===== src/rtl/dmem_arbiter.sv =====
// Two-port (CPU / DMA) arbiter and sequencer for the single data-memory port.
// One access per two cycles: IDLE samples and latches a winner, ACCESS drives memory.
module dmem_arbiter #(
    parameter int MAX_BURST = 4,
    parameter int CNT_W     = 3
) (
    input  logic        clock,
    input  logic        reset_n,
    input  logic        cpu_req,
    input  logic        cpu_we,
    input  logic [31:0] cpu_addr,
    input  logic [31:0] cpu_wdata,
    input  logic [1:0]  cpu_size,
    input  logic        cpu_sext,
    input  logic        dma_req,
    input  logic        dma_we,
    input  logic [31:0] dma_addr,
    input  logic [31:0] dma_wdata,
    input  logic [1:0]  dma_size,
    input  logic        dma_sext,
    input  logic        dma_lock,
    output logic        cpu_gnt,
    output logic        dma_gnt,
    output logic        cpu_rvalid,
    output logic        dma_rvalid,
    output logic [31:0] cpu_rdata,
    output logic [31:0] dma_rdata,
    output logic        cpu_err,
    output logic        dma_err,
    output logic [31:0] mem_addr,
    output logic [31:0] mem_wdata,
    output logic        mem_write,
    output logic        mem_read,
    output logic [1:0]  mem_size,
    output logic        mem_sext,
    input  logic [31:0] mem_rdata,
    output logic        owner
);

    localparam logic [CNT_W-1:0] MAX_BURST_C = CNT_W'(MAX_BURST);

    typedef enum logic {
        S_IDLE   = 1'b0,
        S_ACCESS = 1'b1
    } state_t;

    state_t           r_state;
    logic             r_port;
    logic             r_we;
    logic             r_sext;
    logic             r_err;
    logic [31:0]      r_addr;
    logic [31:0]      r_wdata;
    logic [1:0]       r_size;
    logic             r_owner;
    logic [CNT_W-1:0] r_burst;
    logic             r_cpu_gnt;
    logic             r_dma_gnt;
    logic             r_cpu_rvalid;
    logic             r_dma_rvalid;
    logic [31:0]      r_cpu_rdata;
    logic [31:0]      r_dma_rdata;
    logic             r_cpu_err;
    logic             r_dma_err;

    logic             w_any_req;
    logic             w_dma_wins;
    logic             w_sel_we;
    logic             w_sel_sext;
    logic [31:0]      w_sel_addr;
    logic [31:0]      w_sel_wdata;
    logic [1:0]       w_sel_size;
    logic             w_sel_err;
    logic [CNT_W-1:0] w_burst_sat;
    logic [31:0]      w_resp_data;

    function automatic logic f_bad_access(input logic [1:0] size, input logic [1:0] addr_lo);
        case (size)
            2'b00:   f_bad_access = 1'b0;
            2'b01:   f_bad_access = addr_lo[0];
            2'b10:   f_bad_access = (addr_lo != 2'b00);
            default: f_bad_access = 1'b1;
        endcase
    endfunction

    assign w_any_req = cpu_req | dma_req;

    // Burst lock only extends a DMA run; otherwise contention alternates away from owner.
    always_comb begin
        if (cpu_req && !dma_req) begin
            w_dma_wins = 1'b0;
        end else if (dma_req && !cpu_req) begin
            w_dma_wins = 1'b1;
        end else if (dma_lock && r_owner && (r_burst < MAX_BURST_C)) begin
            w_dma_wins = 1'b1;
        end else begin
            w_dma_wins = !r_owner;
        end
    end

    assign w_sel_we    = w_dma_wins ? dma_we    : cpu_we;
    assign w_sel_sext  = w_dma_wins ? dma_sext  : cpu_sext;
    assign w_sel_addr  = w_dma_wins ? dma_addr  : cpu_addr;
    assign w_sel_wdata = w_dma_wins ? dma_wdata : cpu_wdata;
    assign w_sel_size  = w_dma_wins ? dma_size  : cpu_size;
    assign w_sel_err   = f_bad_access(w_sel_size, w_sel_addr[1:0]);

    assign w_burst_sat = (r_burst >= MAX_BURST_C) ? MAX_BURST_C : (r_burst + CNT_W'(1));
    assign w_resp_data = (r_we || r_err) ? 32'd0 : mem_rdata;

    always_ff @(posedge clock or negedge reset_n) begin
        if (!reset_n) begin
            r_state      <= S_IDLE;
            r_port       <= 1'b0;
            r_we         <= 1'b0;
            r_sext       <= 1'b0;
            r_err        <= 1'b0;
            r_addr       <= '0;
            r_wdata      <= '0;
            r_size       <= '0;
            r_owner      <= 1'b0;
            r_burst      <= '0;
            r_cpu_gnt    <= 1'b0;
            r_dma_gnt    <= 1'b0;
            r_cpu_rvalid <= 1'b0;
            r_dma_rvalid <= 1'b0;
            r_cpu_rdata  <= '0;
            r_dma_rdata  <= '0;
            r_cpu_err    <= 1'b0;
            r_dma_err    <= 1'b0;
        end else begin
            r_cpu_gnt    <= 1'b0;
            r_dma_gnt    <= 1'b0;
            r_cpu_rvalid <= 1'b0;
            r_dma_rvalid <= 1'b0;
            case (r_state)
                S_IDLE: begin
                    if (w_any_req) begin
                        r_state   <= S_ACCESS;
                        r_port    <= w_dma_wins;
                        r_owner   <= w_dma_wins;
                        r_we      <= w_sel_we;
                        r_sext    <= w_sel_sext;
                        r_addr    <= w_sel_addr;
                        r_wdata   <= w_sel_wdata;
                        r_size    <= w_sel_size;
                        r_err     <= w_sel_err;
                        r_cpu_gnt <= !w_dma_wins;
                        r_dma_gnt <= w_dma_wins;
                        if (w_dma_wins) begin
                            r_burst <= dma_lock ? w_burst_sat : CNT_W'(1);
                        end else begin
                            r_burst <= '0;
                        end
                    end
                end
                S_ACCESS: begin
                    r_state <= S_IDLE;
                    if (r_port) begin
                        r_dma_rvalid <= 1'b1;
                        r_dma_rdata  <= w_resp_data;
                        r_dma_err    <= r_err;
                    end else begin
                        r_cpu_rvalid <= 1'b1;
                        r_cpu_rdata  <= w_resp_data;
                        r_cpu_err    <= r_err;
                    end
                end
                default: r_state <= S_IDLE;
            endcase
        end
    end

    // Strobes decode straight from registered state so they fall with reset.
    assign mem_write  = (r_state == S_ACCESS) && r_we && !r_err;
    assign mem_read   = (r_state == S_ACCESS) && !r_we && !r_err;
    assign mem_addr   = r_addr;
    assign mem_wdata  = r_wdata;
    assign mem_size   = r_size;
    assign mem_sext   = r_sext;

    assign owner      = r_owner;
    assign cpu_gnt    = r_cpu_gnt;
    assign dma_gnt    = r_dma_gnt;
    assign cpu_rvalid = r_cpu_rvalid;
    assign dma_rvalid = r_dma_rvalid;
    assign cpu_rdata  = r_cpu_rdata;
    assign dma_rdata  = r_dma_rdata;
    assign cpu_err    = r_cpu_err;
    assign dma_err    = r_dma_err;

endmodule


===== config.mk =====
export PLATFORM = sky130hd
export DESIGN_NAME = dmem_arbiter
export DESIGN_NICKNAME = d
export VERILOG_FILES = /design/src/rtl/dmem_arbiter.sv
export SDC_FILE = /design/constraint.sdc
export NUM_CORES = 1
export LEC_CHECK = 0
export CAP_MARGIN = 20
export CORE_MARGIN = 5
export CORE_UTILIZATION = 40
export CTS_CLUSTER_SIZE = 10
export DETAILED_ROUTE_END_ITERATION = 10
export PLACE_DENSITY = 0.88
export SYNTH_ARGS = -nofsm -noshare
export SYNTH_HDL_FRONTEND = slang
export SYNTH_SLANG_ARGS = --single-unit

===== constraint.sdc =====
create_clock -name clock -period 1.9 [get_ports clock]
set_input_delay 0.57 -clock clock [delete_from_list [all_inputs] [get_ports clock]]
set_output_delay 0.57 -clock clock [all_outputs]
set_load 0.005 [all_outputs]

=== After elaboration in Yosys (flattened, before gate mapping) ===
Index checks and enable logic that the tools add are counted.

* Add/subtract/negate cells: 1
* Magnitude comparators: 2
* Eq/ne operators: 2
* Bitwise logic cells: 3
* Reduce and logical (&&, ||, !) cells: 20
* Muxes and demuxes: 23

{| class="wikitable"
|+ Operators by type and width
! cell !! number
|-
| 32-bit two-way mux || 3
|-
| 1-bit two-way mux || 14
|-
| 3-bit two-way mux || 3
|-
| 1-bit logical AND || 8
|-
| 1-bit zero test || 6
|-
| 2-bit AND reduction || 3
|-
| 3-bit by 1-bit adder with 3-bit output (second input constant) || 1
|-
| 3-bit greater-or-equal comparator (second input constant) || 1
|-
| 3-bit less-than comparator (second input constant) || 1
|-
| 1-bit case mux with 3 select lines || 1
|-
| 2-bit by 1-bit equality test with 1-bit output (second input constant) || 1
|-
| 2-bit equality test (second input constant) || 1
|-
| 2-bit zero test || 1
|-
| 2-bit two-way mux || 1
|-
| 1-bit inverter || 2
|-
| 1-bit case mux with 2 select lines || 1
|-
| 2-bit nonzero test || 1
|-
| 1-bit logical OR || 1
|-
| 1-bit OR || 1
|}

* Output and inout bits: 140
* Flip-flop bits (word level): 144

=== Depth between registers and ports, before layout ===
* Depth after elaboration: 8
* Depth in mapped cells: 8

=== Least setup slack after synthesis ===
OpenSTA, ideal clock, no wires.

* Path type: input-to-reg
* Start: in dma_req
* End: reg r_addr[21] (netlist: mem_addr[21])
* Arrival time: 1.500 ns
* Path slack: 0.270 ns
* Cell stages on the path: 8
* Buffers on the path: 4
* Path through: nand2b_1 -> buf_6 -> a21bo_4 -> buf_6 -> buf_8 -> buf_12 -> nand3_2 -> a31oi_1

* Longest elaborated chain between the ends: 4
* Elaborated cells on any way between the ends: 8

{| class="wikitable"
|+ Ends and longest elaborated chain
! element !! RTL line !! source
|-
| from (decl) || 15 || <nowiki>input logic dma_req,</nowiki>
|-
| 1-bit logical AND / 1-bit zero test (equally long branches) || 92, 90 ||
|-
| 1-bit two-way mux / 1-bit logical AND (equally long branches) || 92, 90 ||
|-
| 1-bit two-way mux || 90 || <nowiki>if (cpu_req && !dma_req) begin</nowiki>
|-
| 32-bit two-way mux || 103 || <nowiki>assign w_sel_addr = w_dma_wins ? dma_addr : cpu_addr;</nowiki>
|-
| to (signal assigned) || 144 || <nowiki>r_addr <= w_sel_addr;</nowiki>
|-
| to (decl) || 52 || <nowiki>logic [31:0] r_addr;</nowiki>
|}

Parallel ways exist; a longest one is shown, timed or not.
A chain may end at the register's enable or synchronous reset.

=== Worst setup path after layout ===
* Start: reg r_dma_rdata[15] (netlist: dma_rdata[15])
* End: out dma_rdata[15]

{| class="wikitable"
|+ RTL lines
! element !! RTL line !! source
|-
| from (decl) || 62 || <nowiki>logic [31:0] r_dma_rdata;</nowiki>
|-
| from (signal assigned) || 161 || <nowiki>r_dma_rdata <= w_resp_data;</nowiki>
|-
| to (decl) || 27 || <nowiki>output logic [31:0] dma_rdata,</nowiki>
|}

No word-level cell between the ends.

==> qor.yml <==
start_util_pct: 41.0
hold_path_class: "primary input to async pin"
pwr-share-clk_pct: 29.1
first_iter_violations: 328
p_int_mw: 7.76
placedCellCount: 1184
drt-total-wl_um: 22900
crit_family: "buffers and inverters"
yosysWarningCount: 0
netlist-cell-type-count: 27
post-route-util_pct: 70.1
layout_common_cells: "clkdlybuf4s50_1, dfrtp_1, nand3_1, nand2_1, nor2_1"
grt_pass1_wl_um: 33800
grt_pass1_vias: 6338
cts_sinks: 144
multiInputGateArea_um2: 2360
drc: 0
setup_viol: 0
port_buffers: 312
cp_data_arrival_time_ns: 1.32
cts_made_buffers: 17
areaGrowthSynthToFinish_pct: 70.9
hold_viol: 0
syn_area_um2: 6280
combPwrFrac_pct: 33.4
final_cells: 1230
nets: 1181
dieHeight_um: 135
drv_cap: 0
crit_fanout: 2
worst_slew_pin_slew_ns: 0.525
cp_cell_sequence: "clkdlybuf4s50_1"
status: "finished, final reports clean"
postCtsHoldBufs: 0
seqPwrFrac_pct: 37.4
hpwl_um: 16300
critPathLaunchType: "register"
antenna_cells: 0
ir_drop_mv: 0.582
grt_max_degree: 55
p_sw_mw: 3.47
antenna_found_initial: 1
sw_frac_of_total_pct: 30.9
max_freq_mhz: 529
core-area_um2: 15300
final_common_cell: "clkdlybuf4s50_1"
postPlaceCellArea_um2: 9900
clockRootBuffer: "clkbuf_16"
ioPinCount: 313
num_vias: 6491
p_leak_nw: 5.13
seq_area_frac_synth_pct: 57.4
viasPerCell: 5.28
cts_tree: "built"
dieArea_um2: 18300
design_area_um2: 10700
grt-ovfl-total: 0
routabilityCongestion: 0.808
path_clk_slew_ns: 0.06
dr.pass1.iters: 8
fin_crit_sh_pct: 99.5
period_needed_ns: 1.89
fillCellCount: 1102
drive_gt1_share_pct: 11.2
max_slew_margin_pct: 65.0
critical_path_class: "register to output port"
fp.dieW_um: 135
rows: 45
wl_per_cell_um: 18.6
slowest_stage: "clkdlybuf4s50_1"
syn_area_per_cell_um2: 9.21
grt_use_total_pct: 23.7
synthCells: 682
critPathMaxStageDelay_ns: 0.54
path_buf_inv: 1
cp.required_ns: 1.33
h-tree-depth: 4
synth-seq-cells: 144
power_density_nw_per_um2: 1050
clk_latency_ns: 0.41
clock_path_buffers: 2
ant_nets: 0
mappedNetlistNets: 857
finClkSkew_ns: 0.00714
finalMaxSlewViolations: 0
seq_area_um2: 3610
crit_path_end_kind: "output port"
-- per-layer routing --
| metal | wire length [µm] | share of wire (%) | GRT usage [%] | vias to the layer above |
|---|---|---|---|---|
| li1 | - | - | - | 3031 |
| met1 | 8710 | 38 | 28.5 | 3100 |
| met2 | 11300 | 49 | 39.5 | 315 |
| met3 | 2270 | 9.9 | 8.17 | 43 |
| met4 | 652 | 2.8 | 8.85 | 2 |
| met5 | 7 | 0.031 | 0 | - |
-- logic make-up after synthesis --
| logic type | count (synthesis) | synth area share (%) |
|---|---|---|
| AOI/OAI and AO/OA | 144 | 13.2 |
| adders and majority gates | 2 | 0.399 |
| buffers and inverters | 69 | 5.34 |
| DFF | 144 | 57.4 |
| muxes | 2 | 0.359 |
| and+or+nand+nor | 321 | 23.3 |
-- Yosys cell counts, drive strengths merged --
master   number  area [µm²]
a21bo         1        16.3
a21oi         3        15.0
a31oi        69         432
and3b         1        8.76
buf          39         223
clkbuf       25        93.8
dfrtp       144        3600
ha            2        25.0
inv           5        18.8
mux2          2        22.5
nand2        99         372
nand2b        5        31.3
nand3       139         751
nand3b        1        7.51
nor2         74         278
nor3b         1        7.51
o2111ai       1        8.76
o21a          1        7.51
o21ai        66         330
o22a          1        8.76
o22ai         2        12.5
or2           1        6.26
-- stage by stage --
| step | setup slack [ns] | TNS, ns | hold slack [ns] | total power, mW |
|---|---|---|---|---|
| detailed placement | -0.221 | -13.41 | 0.469 | 8.01 |
| finish | 0.00864 | 0 | 0.103 | 11.2 |
| CTS | 0.0000854 | 0 | 0.120 | 11.3 |
| global route | -0.0331 | -0.0953 | 0.118 | 11.9 |
| global placement | -0.159 | -10.71 | 0.461 | 7.87 |
| floorplan | 0.270 | 0 | 0.274 | 5.51 |
-- flip-flops by register name, indices dropped and copies added, names as in the netlist, 2 cells and up --
| register | count |
|---|---|
| cpu_rdata | 32 |
| dma_rdata | 32 |
| mem_addr | 32 |
| mem_size | 2 |
| mem_wdata | 32 |
| r_burst | 3 |
-- power by group through the flow --
stage	logic, mW	clock network (mW)	registers (mW)
2_1_floorplan	1.23	0	4.28
3_3_place_gp	3.64	0	4.23
3_5_place_dp	3.74	0	4.27
4_1_cts	3.77	3.32	4.21
5_1_grt	4.08	3.48	4.30
6_report	3.76	3.27	4.21
-- final timing paths --
kind | slack [ns] | endpoint | cells past startpoint | start
setup / recovery | 0.009 | dma_rdata[15] | 1 | dma_rdata[15]
hold / removal | 0.10 | mem_wdata[12] | 1 | reset_n
setup reg to reg | 0.29 | mem_wdata[1] | 6 | r_state
hold reg to reg | 0.48 | cpu_rdata[5] | 2 | cpu_rdata[5]
max in group asynchronous | 1.20 | cpu_rdata[0] | 2 | reset_n
min in group clock | 0.48 | cpu_rdata[5] | 2 | cpu_rdata[5]
-- layout make-up --
type | count | area share [%]
repair buffers | 369 | 36.4
clock inverters | 14 | 1.36
multi-input cells | 469 | 22.0
inverters | 5 | 0.198
clock buffers | 18 | 4.00
flip-flops and latches | 144 | 33.6
well taps | 211 | 2.46
-- what timing repair did --
action	4_1_cts	5_1_grt
setup buffers	4	10
pin swaps	0	1
gates resized for setup	17	64
gates cloned	0	0
setup endpoints to repair	12	70
No activity file was read; power rests on OpenSTA's default activity.
